**src/rtl/control_pipeline_pkg.sv**
```systemverilog
// Shared encodings and the E-stage control bundle for the pipeline control path.
package control_pipeline_pkg;

  localparam int REG_ADDR_W = 5;

  // result_src encodings
  localparam logic [1:0] RES_ALU = 2'b00;
  localparam logic [1:0] RES_MEM = 2'b01;
  localparam logic [1:0] RES_PC4 = 2'b10;

  // EX operand forward selects
  localparam logic [1:0] FWD_RF = 2'b00;
  localparam logic [1:0] FWD_W  = 2'b01;
  localparam logic [1:0] FWD_M  = 2'b10;

  // Decoded control carried into EX; all-zero is a bubble
  typedef struct packed {
    logic                  reg_write;
    logic [1:0]            result_src;
    logic                  mem_write;
    logic                  mem_read;
    logic                  jump;
    logic                  branch;
    logic                  alu_src;
    logic [1:0]            alu_op;
    logic                  alu_src_a;
    logic [REG_ADDR_W-1:0] rs1;
    logic [REG_ADDR_W-1:0] rs2;
    logic [REG_ADDR_W-1:0] rd;
  } ctrl_e_t;

endpackage

```
**src/rtl/control_pipeline_if.sv**
```systemverilog
// Decoder bundle in, staged control / hazard controls / counters out.
interface control_pipeline_if #(
  parameter int REG_ADDR_W = 5,
  parameter int CNT_W      = 16
);
  logic                  reg_write_d, mem_write_d, mem_read_d, jump_d, branch_d, alu_src_d, ALUSrcA_d;
  logic [1:0]            result_src_d, alu_op_d;
  logic [REG_ADDR_W-1:0] rs1_d, rs2_d, rd_d;
  logic                  pc_src_e, mem_busy, cnt_clr;

  logic                  reg_write_e, mem_write_e, mem_read_e, jump_e, branch_e, alu_src_e, ALUSrcA_e;
  logic [1:0]            result_src_e, alu_op_e;
  logic [REG_ADDR_W-1:0] rs1_e, rs2_e, rd_e;
  logic                  reg_write_m, mem_write_m, mem_read_m;
  logic [1:0]            result_src_m;
  logic [REG_ADDR_W-1:0] rd_m;
  logic                  reg_write_w;
  logic [1:0]            result_src_w;
  logic [REG_ADDR_W-1:0] rd_w;
  logic                  stall_f, stall_d, flush_d, flush_e;
  logic [1:0]            forward_a_e, forward_b_e;
  logic [CNT_W-1:0]      stall_cnt, flush_cnt;

  modport slave (
    input  reg_write_d, result_src_d, mem_write_d, mem_read_d, jump_d, branch_d, alu_src_d,
           alu_op_d, ALUSrcA_d, rs1_d, rs2_d, rd_d, pc_src_e, mem_busy, cnt_clr,
    output reg_write_e, result_src_e, mem_write_e, mem_read_e, jump_e, branch_e, alu_src_e,
           alu_op_e, ALUSrcA_e, rs1_e, rs2_e, rd_e, reg_write_m, mem_write_m, mem_read_m,
           result_src_m, rd_m, reg_write_w, result_src_w, rd_w, stall_f, stall_d, flush_d,
           flush_e, forward_a_e, forward_b_e, stall_cnt, flush_cnt
  );

  modport master (
    output reg_write_d, result_src_d, mem_write_d, mem_read_d, jump_d, branch_d, alu_src_d,
           alu_op_d, ALUSrcA_d, rs1_d, rs2_d, rd_d, pc_src_e, mem_busy, cnt_clr,
    input  reg_write_e, result_src_e, mem_write_e, mem_read_e, jump_e, branch_e, alu_src_e,
           alu_op_e, ALUSrcA_e, rs1_e, rs2_e, rd_e, reg_write_m, mem_write_m, mem_read_m,
           result_src_m, rd_m, reg_write_w, result_src_w, rd_w, stall_f, stall_d, flush_d,
           flush_e, forward_a_e, forward_b_e, stall_cnt, flush_cnt
  );
endinterface

```
**src/rtl/control_pipeline_hazard_forward_unit.sv**
```systemverilog
// Load-use detection, stall/flush priority and EX forwarding selects (pure combinational).
module control_pipeline_hazard_forward_unit #(
  parameter int REG_ADDR_W = 5
) (
  input  logic                  mem_read_e,
  input  logic [REG_ADDR_W-1:0] rd_e,
  input  logic [REG_ADDR_W-1:0] rs1_d,
  input  logic [REG_ADDR_W-1:0] rs2_d,
  input  logic                  pc_src_e,
  input  logic                  mem_busy,
  input  logic [REG_ADDR_W-1:0] rs1_e,
  input  logic [REG_ADDR_W-1:0] rs2_e,
  input  logic                  reg_write_m,
  input  logic [REG_ADDR_W-1:0] rd_m,
  input  logic                  reg_write_w,
  input  logic [REG_ADDR_W-1:0] rd_w,
  output logic                  stall_f,
  output logic                  stall_d,
  output logic                  flush_d,
  output logic                  flush_e,
  output logic [1:0]            forward_a_e,
  output logic [1:0]            forward_b_e
);
  import control_pipeline_pkg::*;

  logic lw_stall;

  // M result is younger than W, so it wins when both match; x0 never forwards
  function automatic logic [1:0] fwd_sel(input logic [REG_ADDR_W-1:0] rs,
                                         input logic rw_m, input logic [REG_ADDR_W-1:0] dst_m,
                                         input logic rw_w, input logic [REG_ADDR_W-1:0] dst_w);
    if (rw_m && dst_m != '0 && dst_m == rs) return FWD_M;
    if (rw_w && dst_w != '0 && dst_w == rs) return FWD_W;
    return FWD_RF;
  endfunction

  assign lw_stall = mem_read_e && (rd_e != '0) && ((rd_e == rs1_d) || (rd_e == rs2_d));

  // Priority: memory freeze, then redirect (squashes D so load-use is moot), then load-use
  always_comb begin
    stall_f = 1'b0;
    stall_d = 1'b0;
    flush_d = 1'b0;
    flush_e = 1'b0;
    if (mem_busy) begin
      stall_f = 1'b1;
      stall_d = 1'b1;
    end else if (pc_src_e) begin
      flush_d = 1'b1;
      flush_e = 1'b1;
    end else if (lw_stall) begin
      stall_f = 1'b1;
      stall_d = 1'b1;
      flush_e = 1'b1;
    end
  end

  assign forward_a_e = fwd_sel(rs1_e, reg_write_m, rd_m, reg_write_w, rd_w);
  assign forward_b_e = fwd_sel(rs2_e, reg_write_m, rd_m, reg_write_w, rd_w);

endmodule

```
**src/rtl/control_pipeline.sv**
```systemverilog
// ID/EX, EX/MEM, MEM/WB control registers plus hazard controls and stall/flush counters.
module control_pipeline #(
  parameter int REG_ADDR_W = control_pipeline_pkg::REG_ADDR_W,
  parameter int CNT_W      = 16
) (
  input logic              clk,
  input logic              rst_n,
  control_pipeline_if.slave bus
);
  import control_pipeline_pkg::*;

  localparam logic [CNT_W-1:0] CNT_ONE = 1;

  ctrl_e_t               d_bundle, e_q;
  logic                  reg_write_m_q, mem_write_m_q, mem_read_m_q, reg_write_w_q;
  logic [1:0]            result_src_m_q, result_src_w_q;
  logic [REG_ADDR_W-1:0] rd_m_q, rd_w_q;
  logic [CNT_W-1:0]      stall_cnt_q, flush_cnt_q;
  logic                  stall_d, flush_e;

  assign d_bundle = '{reg_write: bus.reg_write_d, result_src: bus.result_src_d,
                      mem_write: bus.mem_write_d, mem_read: bus.mem_read_d,
                      jump: bus.jump_d, branch: bus.branch_d, alu_src: bus.alu_src_d,
                      alu_op: bus.alu_op_d, alu_src_a: bus.ALUSrcA_d,
                      rs1: bus.rs1_d, rs2: bus.rs2_d, rd: bus.rd_d};

  control_pipeline_hazard_forward_unit #(.REG_ADDR_W(REG_ADDR_W)) u_hazard_forward_unit (
    .mem_read_e  (e_q.mem_read),
    .rd_e        (e_q.rd),
    .rs1_d       (bus.rs1_d),
    .rs2_d       (bus.rs2_d),
    .pc_src_e    (bus.pc_src_e),
    .mem_busy    (bus.mem_busy),
    .rs1_e       (e_q.rs1),
    .rs2_e       (e_q.rs2),
    .reg_write_m (reg_write_m_q),
    .rd_m        (rd_m_q),
    .reg_write_w (reg_write_w_q),
    .rd_w        (rd_w_q),
    .stall_f     (bus.stall_f),
    .stall_d     (stall_d),
    .flush_d     (bus.flush_d),
    .flush_e     (flush_e),
    .forward_a_e (bus.forward_a_e),
    .forward_b_e (bus.forward_b_e)
  );

  // Control registers: freeze on mem_busy, bubble into E on flush_e, otherwise advance
  always_ff @(posedge clk or negedge rst_n) begin
    if (!rst_n) begin
      e_q            <= '0;
      reg_write_m_q  <= 1'b0;
      mem_write_m_q  <= 1'b0;
      mem_read_m_q   <= 1'b0;
      result_src_m_q <= RES_ALU;
      rd_m_q         <= '0;
      reg_write_w_q  <= 1'b0;
      result_src_w_q <= RES_ALU;
      rd_w_q         <= '0;
    end else if (!bus.mem_busy) begin
      e_q            <= flush_e ? '0 : d_bundle;
      reg_write_m_q  <= e_q.reg_write;
      mem_write_m_q  <= e_q.mem_write;
      mem_read_m_q   <= e_q.mem_read;
      result_src_m_q <= e_q.result_src;
      rd_m_q         <= e_q.rd;
      reg_write_w_q  <= reg_write_m_q;
      result_src_w_q <= result_src_m_q;
      rd_w_q         <= rd_m_q;
    end
  end

  // Saturating perf counters; clear beats increment
  always_ff @(posedge clk or negedge rst_n) begin
    if (!rst_n) begin
      stall_cnt_q <= '0;
      flush_cnt_q <= '0;
    end else if (bus.cnt_clr) begin
      stall_cnt_q <= '0;
      flush_cnt_q <= '0;
    end else begin
      if (stall_d && stall_cnt_q != '1) stall_cnt_q <= stall_cnt_q + CNT_ONE;
      if (bus.flush_d && flush_cnt_q != '1) flush_cnt_q <= flush_cnt_q + CNT_ONE;
    end
  end

  assign bus.stall_d      = stall_d;
  assign bus.flush_e      = flush_e;
  assign bus.reg_write_e  = e_q.reg_write;
  assign bus.result_src_e = e_q.result_src;
  assign bus.mem_write_e  = e_q.mem_write;
  assign bus.mem_read_e   = e_q.mem_read;
  assign bus.jump_e       = e_q.jump;
  assign bus.branch_e     = e_q.branch;
  assign bus.alu_src_e    = e_q.alu_src;
  assign bus.alu_op_e     = e_q.alu_op;
  assign bus.ALUSrcA_e    = e_q.alu_src_a;
  assign bus.rs1_e        = e_q.rs1;
  assign bus.rs2_e        = e_q.rs2;
  assign bus.rd_e         = e_q.rd;
  assign bus.reg_write_m  = reg_write_m_q;
  assign bus.mem_write_m  = mem_write_m_q;
  assign bus.mem_read_m   = mem_read_m_q;
  assign bus.result_src_m = result_src_m_q;
  assign bus.rd_m         = rd_m_q;
  assign bus.reg_write_w  = reg_write_w_q;
  assign bus.result_src_w = result_src_w_q;
  assign bus.rd_w         = rd_w_q;
  assign bus.stall_cnt    = stall_cnt_q;
  assign bus.flush_cnt    = flush_cnt_q;

endmodule

```
**src/flat_wrapper.sv**
```systemverilog
// flat-port wrapper written by rule: the top's interface ports become plain ports
module control_pipeline_flat import control_pipeline_pkg::*;
#(
  parameter int REG_ADDR_W = control_pipeline_pkg::REG_ADDR_W,
  parameter int CNT_W      = 16
)
  (clk, rst_n, bus_reg_write_d, bus_result_src_d, bus_mem_write_d, bus_mem_read_d, bus_jump_d, bus_branch_d, bus_alu_src_d, bus_alu_op_d, bus_ALUSrcA_d, bus_rs1_d, bus_rs2_d, bus_rd_d, bus_pc_src_e, bus_mem_busy, bus_cnt_clr, bus_reg_write_e, bus_result_src_e, bus_mem_write_e, bus_mem_read_e, bus_jump_e, bus_branch_e, bus_alu_src_e, bus_alu_op_e, bus_ALUSrcA_e, bus_rs1_e, bus_rs2_e, bus_rd_e, bus_reg_write_m, bus_mem_write_m, bus_mem_read_m, bus_result_src_m, bus_rd_m, bus_reg_write_w, bus_result_src_w, bus_rd_w, bus_stall_f, bus_stall_d, bus_flush_d, bus_flush_e, bus_forward_a_e, bus_forward_b_e, bus_stall_cnt, bus_flush_cnt);
  control_pipeline_if #(.REG_ADDR_W(REG_ADDR_W), .CNT_W(CNT_W)) bus_i ();
  input logic clk;
  input logic rst_n;
  input wire logic [$bits(bus_i.reg_write_d)-1:0] bus_reg_write_d;
  input wire logic [$bits(bus_i.result_src_d)-1:0] bus_result_src_d;
  input wire logic [$bits(bus_i.mem_write_d)-1:0] bus_mem_write_d;
  input wire logic [$bits(bus_i.mem_read_d)-1:0] bus_mem_read_d;
  input wire logic [$bits(bus_i.jump_d)-1:0] bus_jump_d;
  input wire logic [$bits(bus_i.branch_d)-1:0] bus_branch_d;
  input wire logic [$bits(bus_i.alu_src_d)-1:0] bus_alu_src_d;
  input wire logic [$bits(bus_i.alu_op_d)-1:0] bus_alu_op_d;
  input wire logic [$bits(bus_i.ALUSrcA_d)-1:0] bus_ALUSrcA_d;
  input wire logic [$bits(bus_i.rs1_d)-1:0] bus_rs1_d;
  input wire logic [$bits(bus_i.rs2_d)-1:0] bus_rs2_d;
  input wire logic [$bits(bus_i.rd_d)-1:0] bus_rd_d;
  input wire logic [$bits(bus_i.pc_src_e)-1:0] bus_pc_src_e;
  input wire logic [$bits(bus_i.mem_busy)-1:0] bus_mem_busy;
  input wire logic [$bits(bus_i.cnt_clr)-1:0] bus_cnt_clr;
  output wire logic [$bits(bus_i.reg_write_e)-1:0] bus_reg_write_e;
  output wire logic [$bits(bus_i.result_src_e)-1:0] bus_result_src_e;
  output wire logic [$bits(bus_i.mem_write_e)-1:0] bus_mem_write_e;
  output wire logic [$bits(bus_i.mem_read_e)-1:0] bus_mem_read_e;
  output wire logic [$bits(bus_i.jump_e)-1:0] bus_jump_e;
  output wire logic [$bits(bus_i.branch_e)-1:0] bus_branch_e;
  output wire logic [$bits(bus_i.alu_src_e)-1:0] bus_alu_src_e;
  output wire logic [$bits(bus_i.alu_op_e)-1:0] bus_alu_op_e;
  output wire logic [$bits(bus_i.ALUSrcA_e)-1:0] bus_ALUSrcA_e;
  output wire logic [$bits(bus_i.rs1_e)-1:0] bus_rs1_e;
  output wire logic [$bits(bus_i.rs2_e)-1:0] bus_rs2_e;
  output wire logic [$bits(bus_i.rd_e)-1:0] bus_rd_e;
  output wire logic [$bits(bus_i.reg_write_m)-1:0] bus_reg_write_m;
  output wire logic [$bits(bus_i.mem_write_m)-1:0] bus_mem_write_m;
  output wire logic [$bits(bus_i.mem_read_m)-1:0] bus_mem_read_m;
  output wire logic [$bits(bus_i.result_src_m)-1:0] bus_result_src_m;
  output wire logic [$bits(bus_i.rd_m)-1:0] bus_rd_m;
  output wire logic [$bits(bus_i.reg_write_w)-1:0] bus_reg_write_w;
  output wire logic [$bits(bus_i.result_src_w)-1:0] bus_result_src_w;
  output wire logic [$bits(bus_i.rd_w)-1:0] bus_rd_w;
  output wire logic [$bits(bus_i.stall_f)-1:0] bus_stall_f;
  output wire logic [$bits(bus_i.stall_d)-1:0] bus_stall_d;
  output wire logic [$bits(bus_i.flush_d)-1:0] bus_flush_d;
  output wire logic [$bits(bus_i.flush_e)-1:0] bus_flush_e;
  output wire logic [$bits(bus_i.forward_a_e)-1:0] bus_forward_a_e;
  output wire logic [$bits(bus_i.forward_b_e)-1:0] bus_forward_b_e;
  output wire logic [$bits(bus_i.stall_cnt)-1:0] bus_stall_cnt;
  output wire logic [$bits(bus_i.flush_cnt)-1:0] bus_flush_cnt;
  assign bus_i.reg_write_d = bus_reg_write_d;
  assign bus_i.result_src_d = bus_result_src_d;
  assign bus_i.mem_write_d = bus_mem_write_d;
  assign bus_i.mem_read_d = bus_mem_read_d;
  assign bus_i.jump_d = bus_jump_d;
  assign bus_i.branch_d = bus_branch_d;
  assign bus_i.alu_src_d = bus_alu_src_d;
  assign bus_i.alu_op_d = bus_alu_op_d;
  assign bus_i.ALUSrcA_d = bus_ALUSrcA_d;
  assign bus_i.rs1_d = bus_rs1_d;
  assign bus_i.rs2_d = bus_rs2_d;
  assign bus_i.rd_d = bus_rd_d;
  assign bus_i.pc_src_e = bus_pc_src_e;
  assign bus_i.mem_busy = bus_mem_busy;
  assign bus_i.cnt_clr = bus_cnt_clr;
  assign bus_reg_write_e = bus_i.reg_write_e;
  assign bus_result_src_e = bus_i.result_src_e;
  assign bus_mem_write_e = bus_i.mem_write_e;
  assign bus_mem_read_e = bus_i.mem_read_e;
  assign bus_jump_e = bus_i.jump_e;
  assign bus_branch_e = bus_i.branch_e;
  assign bus_alu_src_e = bus_i.alu_src_e;
  assign bus_alu_op_e = bus_i.alu_op_e;
  assign bus_ALUSrcA_e = bus_i.ALUSrcA_e;
  assign bus_rs1_e = bus_i.rs1_e;
  assign bus_rs2_e = bus_i.rs2_e;
  assign bus_rd_e = bus_i.rd_e;
  assign bus_reg_write_m = bus_i.reg_write_m;
  assign bus_mem_write_m = bus_i.mem_write_m;
  assign bus_mem_read_m = bus_i.mem_read_m;
  assign bus_result_src_m = bus_i.result_src_m;
  assign bus_rd_m = bus_i.rd_m;
  assign bus_reg_write_w = bus_i.reg_write_w;
  assign bus_result_src_w = bus_i.result_src_w;
  assign bus_rd_w = bus_i.rd_w;
  assign bus_stall_f = bus_i.stall_f;
  assign bus_stall_d = bus_i.stall_d;
  assign bus_flush_d = bus_i.flush_d;
  assign bus_flush_e = bus_i.flush_e;
  assign bus_forward_a_e = bus_i.forward_a_e;
  assign bus_forward_b_e = bus_i.forward_b_e;
  assign bus_stall_cnt = bus_i.stall_cnt;
  assign bus_flush_cnt = bus_i.flush_cnt;
  control_pipeline #(.REG_ADDR_W(REG_ADDR_W), .CNT_W(CNT_W)) u_core (.clk(clk), .rst_n(rst_n), .bus(bus_i));
endmodule
```
**config.mk**
```make
export PLATFORM = sky130hd
export DESIGN_NAME = control_pipeline_flat
export DESIGN_NICKNAME = d
export VERILOG_FILES = /design/src/rtl/control_pipeline_pkg.sv /design/src/rtl/control_pipeline_if.sv /design/src/rtl/control_pipeline_hazard_forward_unit.sv /design/src/rtl/control_pipeline.sv /design/src/flat_wrapper.sv
export SDC_FILE = /design/constraint.sdc
export NUM_CORES = 1
export LEC_CHECK = 0
export ABC_CLOCK_PERIOD_IN_PS = 1850
export BUFFER_PORTS_ARGS = -buffer_cell sky130_fd_sc_hd__buf_4
export CAP_MARGIN = 20
export CORE_MARGIN = 2
export CORE_UTILIZATION = 30
export CTS_BUF_LIST = sky130_fd_sc_hd__clkbuf_16
export CTS_CLUSTER_DIAMETER = 200
export CTS_CLUSTER_SIZE = 40
export DETAILED_ROUTE_END_ITERATION = 6
export GPL_ROUTABILITY_DRIVEN = 0
export PLACE_DENSITY_LB_ADDON = 0.1
export SYNTH_ARGS = -nofsm -noshare
export SYNTH_HDL_FRONTEND = slang
export SYNTH_SLANG_ARGS = --single-unit
```
**constraint.sdc**
```tcl
create_clock -name clk -period 1.85 [get_ports clk]
set_input_delay 0.0925 -clock clk [delete_from_list [all_inputs] [get_ports clk]]
set_output_delay 0.0925 -clock clk [all_outputs]
set_load 0.1 [all_outputs]
```
==> results of run 1 <==
-- worst paths after layout --
path                                                        from                                   end  slack, ps  depth (start not counted)
worst max-delay path              u_core.bus.rd_e[4]$_DFFE_PN0N_                           bus_flush_e       -410                          8
worst min-delay path                             bus_alu_op_d[0]    u_core.bus.alu_op_e[0]$_DFFE_PN0N_          8                          3
worst max register to register    u_core.bus.rd_e[4]$_DFFE_PN0N_  u_core.bus.stall_cnt[15]$_DFFE_PN0P_       -380                          9
worst min register to register  u_core.bus.alu_src_e$_DFFE_PN0N_      u_core.bus.alu_src_e$_DFFE_PN0N_        490                          2
max in group asynchronous                                  rst_n        u_core.bus.rd_e[2]$_DFFE_PN0N_       1160                          3
min in group asynchronous                                  rst_n   u_core.bus.stall_cnt[7]$_DFFE_PN0P_        330                          3
-- placed cells by master (no fill, tap or decap), types with 3 or more instances in the layout --
master | netlist | final
dfrtp_2 | 0 | 28
dlygate4sd3_1 | 0 | 19
nand4_1 | 11 | 11
nand2_1 | 66 | 66
buf_4 | 1 | 166
buf_12 | 1 | 8
o21ai_1 | 36 | 30
or4_4 | 0 | 4
o21ai_2 | 1 | 6
xnor2_2 | 0 | 7
nor2_1 | 22 | 21
nor4_4 | 0 | 6
xnor2_1 | 19 | 12
nand3_1 | 15 | 12
mux2i_1 | 3 | 3
xor2_1 | 24 | 22
or3_1 | 12 | 12
mux2_2 | 18 | 18
o21ai_0 | 4 | 3
dfrtp_4 | 0 | 31
or4_1 | 8 | 4
clkbuf_16 | 0 | 9
nand3_2 | 0 | 3
dfrtp_1 | 76 | 17
a21oi_1 | 14 | 13
inv_1 | 7 | 8
o31ai_1 | 3 | 3
buf_6 | 2 | 12
-- repair_timing --
item | CTS | global route
gates cloned | 2 | 0
endpoints found under the setup margin | 49 | 56
endpoints found under the hold margin | 94 | 0
gates resized for setup | 39 | 15
setup buffers | 11 | 5
pin swaps | 14 | 16
hold buffers | 19 | 0
-- Yosys cell counts (all sizes together) (3+ instances only) --
library cell,count,area share [%]
mux2,19,5.7
o21ai,41,5.5
nor2,22,2.2
clkbuf,10,0.98
buf,8,1.8
inv,7,0.69
and3,3,0.49
o31ai,3,0.59
or4,8,1.6
nand4,11,1.8
a21oi,17,2.7
xor2,24,5.5
nand3,15,2.0
dfrtp,76,50
nand2,66,6.5
xnor2,19,4.4
mux2i,3,0.79
nor4,7,1.6
or3,12,2.0
-- sequential cells by signal (all words and copies together), names as in the netlist, 5 cells and up --
register	flops
u_core.bus.flush_cnt	16
u_core.bus.stall_cnt	16
u_core.bus.rd_e	5
u_core.bus.rd_m	5
u_core.bus.rd_w	5
u_core.bus.rs1_e	5
u_core.bus.rs2_e	5
-- metrics by stage --
stage                     instances  util [%]  worst slack [ps]  TNS [ps]  hold WS [ps]
after floorplan                 386         -              -844    -11040          -203
after global placement          712      44.6              -189     -5690           157
after detailed placement        712      44.6              -218     -6480           160
after CTS                       759      50.4              -412    -10620          4.39
after global routing            764      51.3              -477    -17430          14.6
final                           764      51.3              -411    -13430          7.76
-- cell type report --
| cell class | instances | area, um^2 |
|---|---|---|
| clock inverters | 7 | 28.8 |
| multi-input cells | 285 | 2080 |
| repair buffers | 208 | 1790 |
| well taps | 172 | 215 |
| clock buffers | 9 | 225 |
| flip-flops and latches | 76 | 2050 |
| fillers | 1211 | 6090 |
| inverters | 7 | 32.5 |
-- logic make-up after synthesis --
logic type               count (synthesis)  synth area share (%)
flip-flops                              76                  49.9
adder cells (fa/ha/maj)                  2                 0.656
buffers and inverters                   25                  3.48
AND/OR/NAND/NOR                        153                  19.7
XOR/XNOR                                43                  9.88
AO/OA/AOI/OAI                           65                  9.94
multiplexers                            22                  6.50
-- report_power, final --
| part | leakage [nW] | internal [mW] | switching (mW) | total (mW) |
|---|---|---|---|---|
| sequential | 0.921 | 1.79 | 0.107 | 1.90 |
| combinational | 1.77 | 0.571 | 1.26 | 1.83 |
| clock | 0.138 | 0.879 | 0.686 | 1.56 |
| total | 2.82 | 3.24 | 2.05 | 5.29 |
-- worst register-to-register path, stage by stage (launching register included) --
cell and delay, ps:
dfrtp_4 470, or4_4 550, o21ai_4 150, buf_4 130, buf_6 80, nor3_2 40, a21oi_4 190, buf_6 170
nor4_4 60, mux2_4 290
-- metal layers --
layer	vias to the layer above	share of wire [%]	track usage, %
met5	-	0	0
met4	0	1.9	7.37
met3	15	4.8	3.94
met2	86	49	28.0
met1	1722	45	23.1
li1	1748	-	-
==> results.yml, run 1 <==
critical_path:
  cp_top_family: "simple AND/OR/NAND/NOR gates"
  cp_max_fo: 2
  critPathBufInv: 4
  startpoint_type: "flop"
  crit_arrival_ps: 2170
  crit_path_end_kind: "output port"
  crit_chain: "or4_4 > o21ai_4 > buf_6 > inv_4 > a21oi_4 > buf_12 > nor2_4 > buf_12"
  worstSetupPathType: "flop to output port"
  cp_slowest_cell: "or4_4"
  cp.required_ps: 1760
  cp_common_cell: "buf_12"
  critPathMaxStageDelay_ps: 550
detailed_routing:
  firstDrtPassIters: 5
  drc_errors: 0
  routed_via_density: 4.67
  wl_per_cell_um: 14.8
  first_iter_violations: 117
  vias: 3571
  antenna_left: 0
  wirelength_mm: 11.3
synth:
  syn_area_per_cell_um2: 9.88
  synthCells: 386
  synth_edf_count: 0
  ys_seq_elements: 76
  yosysSeqAreaShare_pct: 49.9
  ys.flop_type: "dfrtp_1"
  syn-cell-area_um2: 3810
  ys_warn_count: 0
  synth_nets: 419
  async_flop_share_pct: 100
  ys_types: 40
die:
  fp.dieW_um: 117
  die_area_um2: 13600
  ios: 115
  core_um2: 12500
  fp.dieH_um: 117
  rows: 41
  initial_core_util_pct: 30.5
sta:
  fmax_ghz: 0.442
  timing_hold_violations_final: 0
  final-setup-viol-count: 49
  slew_headroom_pct: 49.0
  rsz0062_at_grt: "true"
  fin_crit_sh_pct: 122
  finClkSkew_ps: 4.52
  worst_pin_slew_ps: 765
  period_needed_ps: 2260
  setup_ws_ps: -411
  finalMaxSlewViolations: 0
finish:
  final_area_um2: 6420
  n_antenna_cell: 0
  final_net_count: 620
  area.growth.synth_to_final_pct: 68.5
  layout-drive-gt1-share_pct: 55.1
status:
  status: "complete, but fails checks"
  violations: "negative setup slack"
global_route:
  antenna_found_initial: 0
  gr-usage-all-layers_pct: 17.6
  grt_start_max_net_pins: 77
  grt_pass1_wl_mm: 18.4
  grt_pass1_vias: 3561
  grt_overflow: 0
power:
  p_total_mw: 5.29
  p_per_area_nw_per_um2: 824
  vdd_drop_max_v: 0.000514
  leakage_nw: 2.82
cts:
  clkTransAtPathRegs_ps: 60
  cts_num_sinks: 76
  cts_max_level: 3
  ctsLongestPathBuffers: 2
  insertion_delay_ps: 340
  cts_tree: "yes"
  cts_buffers: 9
  cts_root_buf: "clkbuf_16"
place:
  post_dp_cell_area_um2: 5580
  hpwlAfterDp_mm: 7.66
  port_buffers: 114
hold_path:
  hold_class: "input port to flop"
run:
  cap_viol_max_count: 0
Power figures use the tool's default switching activity.
==> inputs of run 2 (changes only) <==
--- a/config.mk
+++ b/config.mk
@@ -18,4 +18,5 @@
 export PLACE_DENSITY_LB_ADDON = 0.1
 export SYNTH_ARGS = -nofsm -noshare
 export SYNTH_HDL_FRONTEND = slang
+export SYNTH_HIERARCHICAL = 1
 export SYNTH_SLANG_ARGS = --single-unit
==> run 2 against run 1 <==
Effect of this change: the flow still finishes with violations (negative setup slack); clock-buffer cell count unchanged; total power is 15% higher; final cell count grew 4.1%; critical path depth did not move; global-route usage increased by 1.4 points; non-clock buffer count rose by 11; critical endpoint is now u_core/bus.stall_cnt[11]$_DFFE_PN0P_.
==> results.yml, run 2 <==
status:
  status: "complete, but fails checks"
  violations: "negative setup slack"
hold_path:
  hold_class: "input port to flop"
  hold_path_startpoint: "bus_rs2_d[1]"
  hold_depth: 3
finish:
  n_antenna_cell: 0
  layout-drive-gt1-share_pct: 63.3
  final_area_um2: 7200
  layout_commonest_cell: "buf_4"
  layoutNonFillerInstCount: 795
  final_util_pct: 54.8
  area.growth.synth_to_final_pct: 80.3
  final_net_count: 647
  layout_common_cells: "buf_4 (180), nand2_1 (43), dfrtp_1 (37)"
die:
  core_um2: 13100
  die_area_um2: 14200
  fp.dieW_um: 119
  rows: 42
  ios: 115
  fp.dieH_um: 119
  initial_core_util_pct: 30.4
place:
  post_dp_cell_area_um2: 6000
  place_ws_ps: -634
  hpwlAfterDp_mm: 8.87
  port_buffers: 114
  place_inst: 753
critical_path:
  worstReg2RegStart: "u_core/bus.rd_e[4]$_DFFE_PN0N_"
  critPathLaunch: "u_core/bus.rd_e[4]$_DFFE_PN0N_"
  reg2reg_slack_ps: -510
  crit_arrival_ps: 2630
  worstSetupPathType: "flop to flop"
  cp.required_ps: 2120
  reg2regPathDepth: 8
  startpoint_type: "flop"
  crit_path_end_kind: "flop"
  cp_max_fo: 4
cts:
  cts_tree: "yes"
  cts_num_sinks: 76
  ctsLongestPathBuffers: 2
  cts_root_buf: "clkbuf_16"
  clkTransAtPathRegs_ps: 60
  cts_buffers: 9
  cts_max_level: 3
  insertion_delay_ps: 340
synth:
  syn_area_per_cell_um2: 9.93
  synth_top_area_share_pct: 47.6
  synthCells: 402
  ys.flop_type: "dfrtp_1"
  synth_top_area_cell: "dfrtp_1"
  ys_types: 44
  synth_edf_count: 0
  syn-cell-area_um2: 3990
  yosys-top-cells-area: "dfrtp_1 (48%), mux2_2 (8.2%), xor2_1 (5.3%)"
  synth.most_common_cell: "dfrtp_1"
  ys_warn_count: 6
  async_flop_share_pct: 100
  yosysSeqAreaShare_pct: 47.6
  synth_common_cells: "dfrtp_1 (76), nand2_1 (47), o21ai_0 (33)"
  synth_nets: 435
  ys_seq_elements: 76
detailed_routing:
  vias: 3870
  drc_errors: 0
  firstDrtPassIters: 4
  wl_per_cell_um: 16.3
  routed_via_density: 4.87
  antenna_left: 0
  wirelength_mm: 13.0
  first_iter_violations: 122
global_route:
  met1_usage_pct: 24.3
  grt_busiest_layer: "met2"
  grt_pass1_vias: 4200
  grtUsageMet3_pct: 3.64
  antenna_found_initial: 0
  grtUsageMet2_pct: 32.4
  grt_pass1_wl_mm: 21.5
  grt_overflow: 0
  gr-usage-all-layers_pct: 19.0
  grt_start_max_net_pins: 72
power:
  p_int_mw: 3.70
  switching_power_mw: 2.37
  p_per_area_nw_per_um2: 843
  seq_power_share_pct: 32.0
  p_total_mw: 6.07
  leakage_nw: 3.18
  p_clk_share_pct: 31.4
  vdd_drop_max_v: 0.000602
  combPwrFrac_pct: 36.5
  p_sw_share_pct: 39.0
sta:
  slew_headroom_pct: 38.6
  setup_ws_ps: -511
  finalMaxSlewViolations: 0
  setup_tns_ps: -17220
  finClkSkew_ps: 5.60
  fin_crit_sh_pct: 128
  rsz0062_at_grt: "true"
  timing_hold_violations_final: 0
  holdWs_ps: 18.3
  worst_pin_slew_ps: 918
  period_needed_ps: 2360
  final-setup-viol-count: 49
  fmax_ghz: 0.424
run:
  cap_viol_max_count: 0
run 2: cell count changes after synthesis, moves of 6 or more:
cell / delta
clkbuf_1: +6
mux2_2: +11
nand2_1: -19
nand2b_1: +26
nand4_1: -8
nor2b_1: +7
o21ai_0: +29
o21ai_1: -35
or3_1: -8
xnor2_1: -13
run 2: kinds of logic (layout without fill, tap and decap cells):
family / Yosys count / after routing / share of synthesized area, %
compound gates: 80 / 80 / 12.2
flops: 76 / 76 / 47.6
xor+xnor: 30 / 30 / 6.58
fa+ha+maj: 2 / 2 / 0.627
buf+inv: 26 / 243 / 2.57
simple gates: 157 / 157 / 21.7
mux: 31 / 31 / 8.68
run 2: power groups by stage:
stage	clock network [mW]	registers, mW	logic, mW
3_5_place_dp	0	1.97	1.95
5_1_grt	2.01	1.96	2.31
2_1_floorplan	0	2.91	0.439
4_1_cts	1.95	1.94	2.18
6_report	1.91	1.94	2.22
3_3_place_gp	0	1.97	1.95
run 2: area by class of cell:
class                      instances  area [um^2]
fill                            1175         5940
tap                              176          220
inverter                           8         33.8
clock buffer                       9          225
multi-input combinational        300         2710
clock inverter                     7         91.3
sequential                        76         2030
timing repair buffer             219         1890
run 2: final timing paths:
check / endpoint
worst max-delay path: u_core/bus.stall_cnt[11]$_DFFE_PN0P_
worst min-delay path: u_core/bus.rs2_e[1]$_DFFE_PN0N_
worst max register to register: u_core/bus.stall_cnt[11]$_DFFE_PN0P_
worst min register to register: u_core/bus.alu_src_e$_DFFE_PN0N_
max in group asynchronous: u_core/bus.flush_cnt[0]$_DFFE_PN0P_
min in group asynchronous: u_core/bus.stall_cnt[6]$_DFFE_PN0P_
run 2: timing repair:
item | in CTS | in global routing
setup endpoints to repair | 50 | 52
endpoints found under the hold margin | 73 | 0
buffers inserted | 4 | 3
gates cloned | 3 | 0
gates resized for setup | 106 | 35
pin swaps | 15 | 12
hold buffers | 17 | 0
run 2: critical path, cell delays in order (launching register included):
cell	delay [ps]
dfrtp_4	490
xor2_1	160
nor3_2	210
a22oi_2	130
o31ai_4	320
and4_4	300
nand4_1	120
or4_4	430
a21oi_2	120
run 2: metal layers:
metal  wire length (um)  part of all wire (%)
met1               5610                    43
met2               6690                    52
met3                505                   3.9
met4                153                   1.2
met5                  0                     0
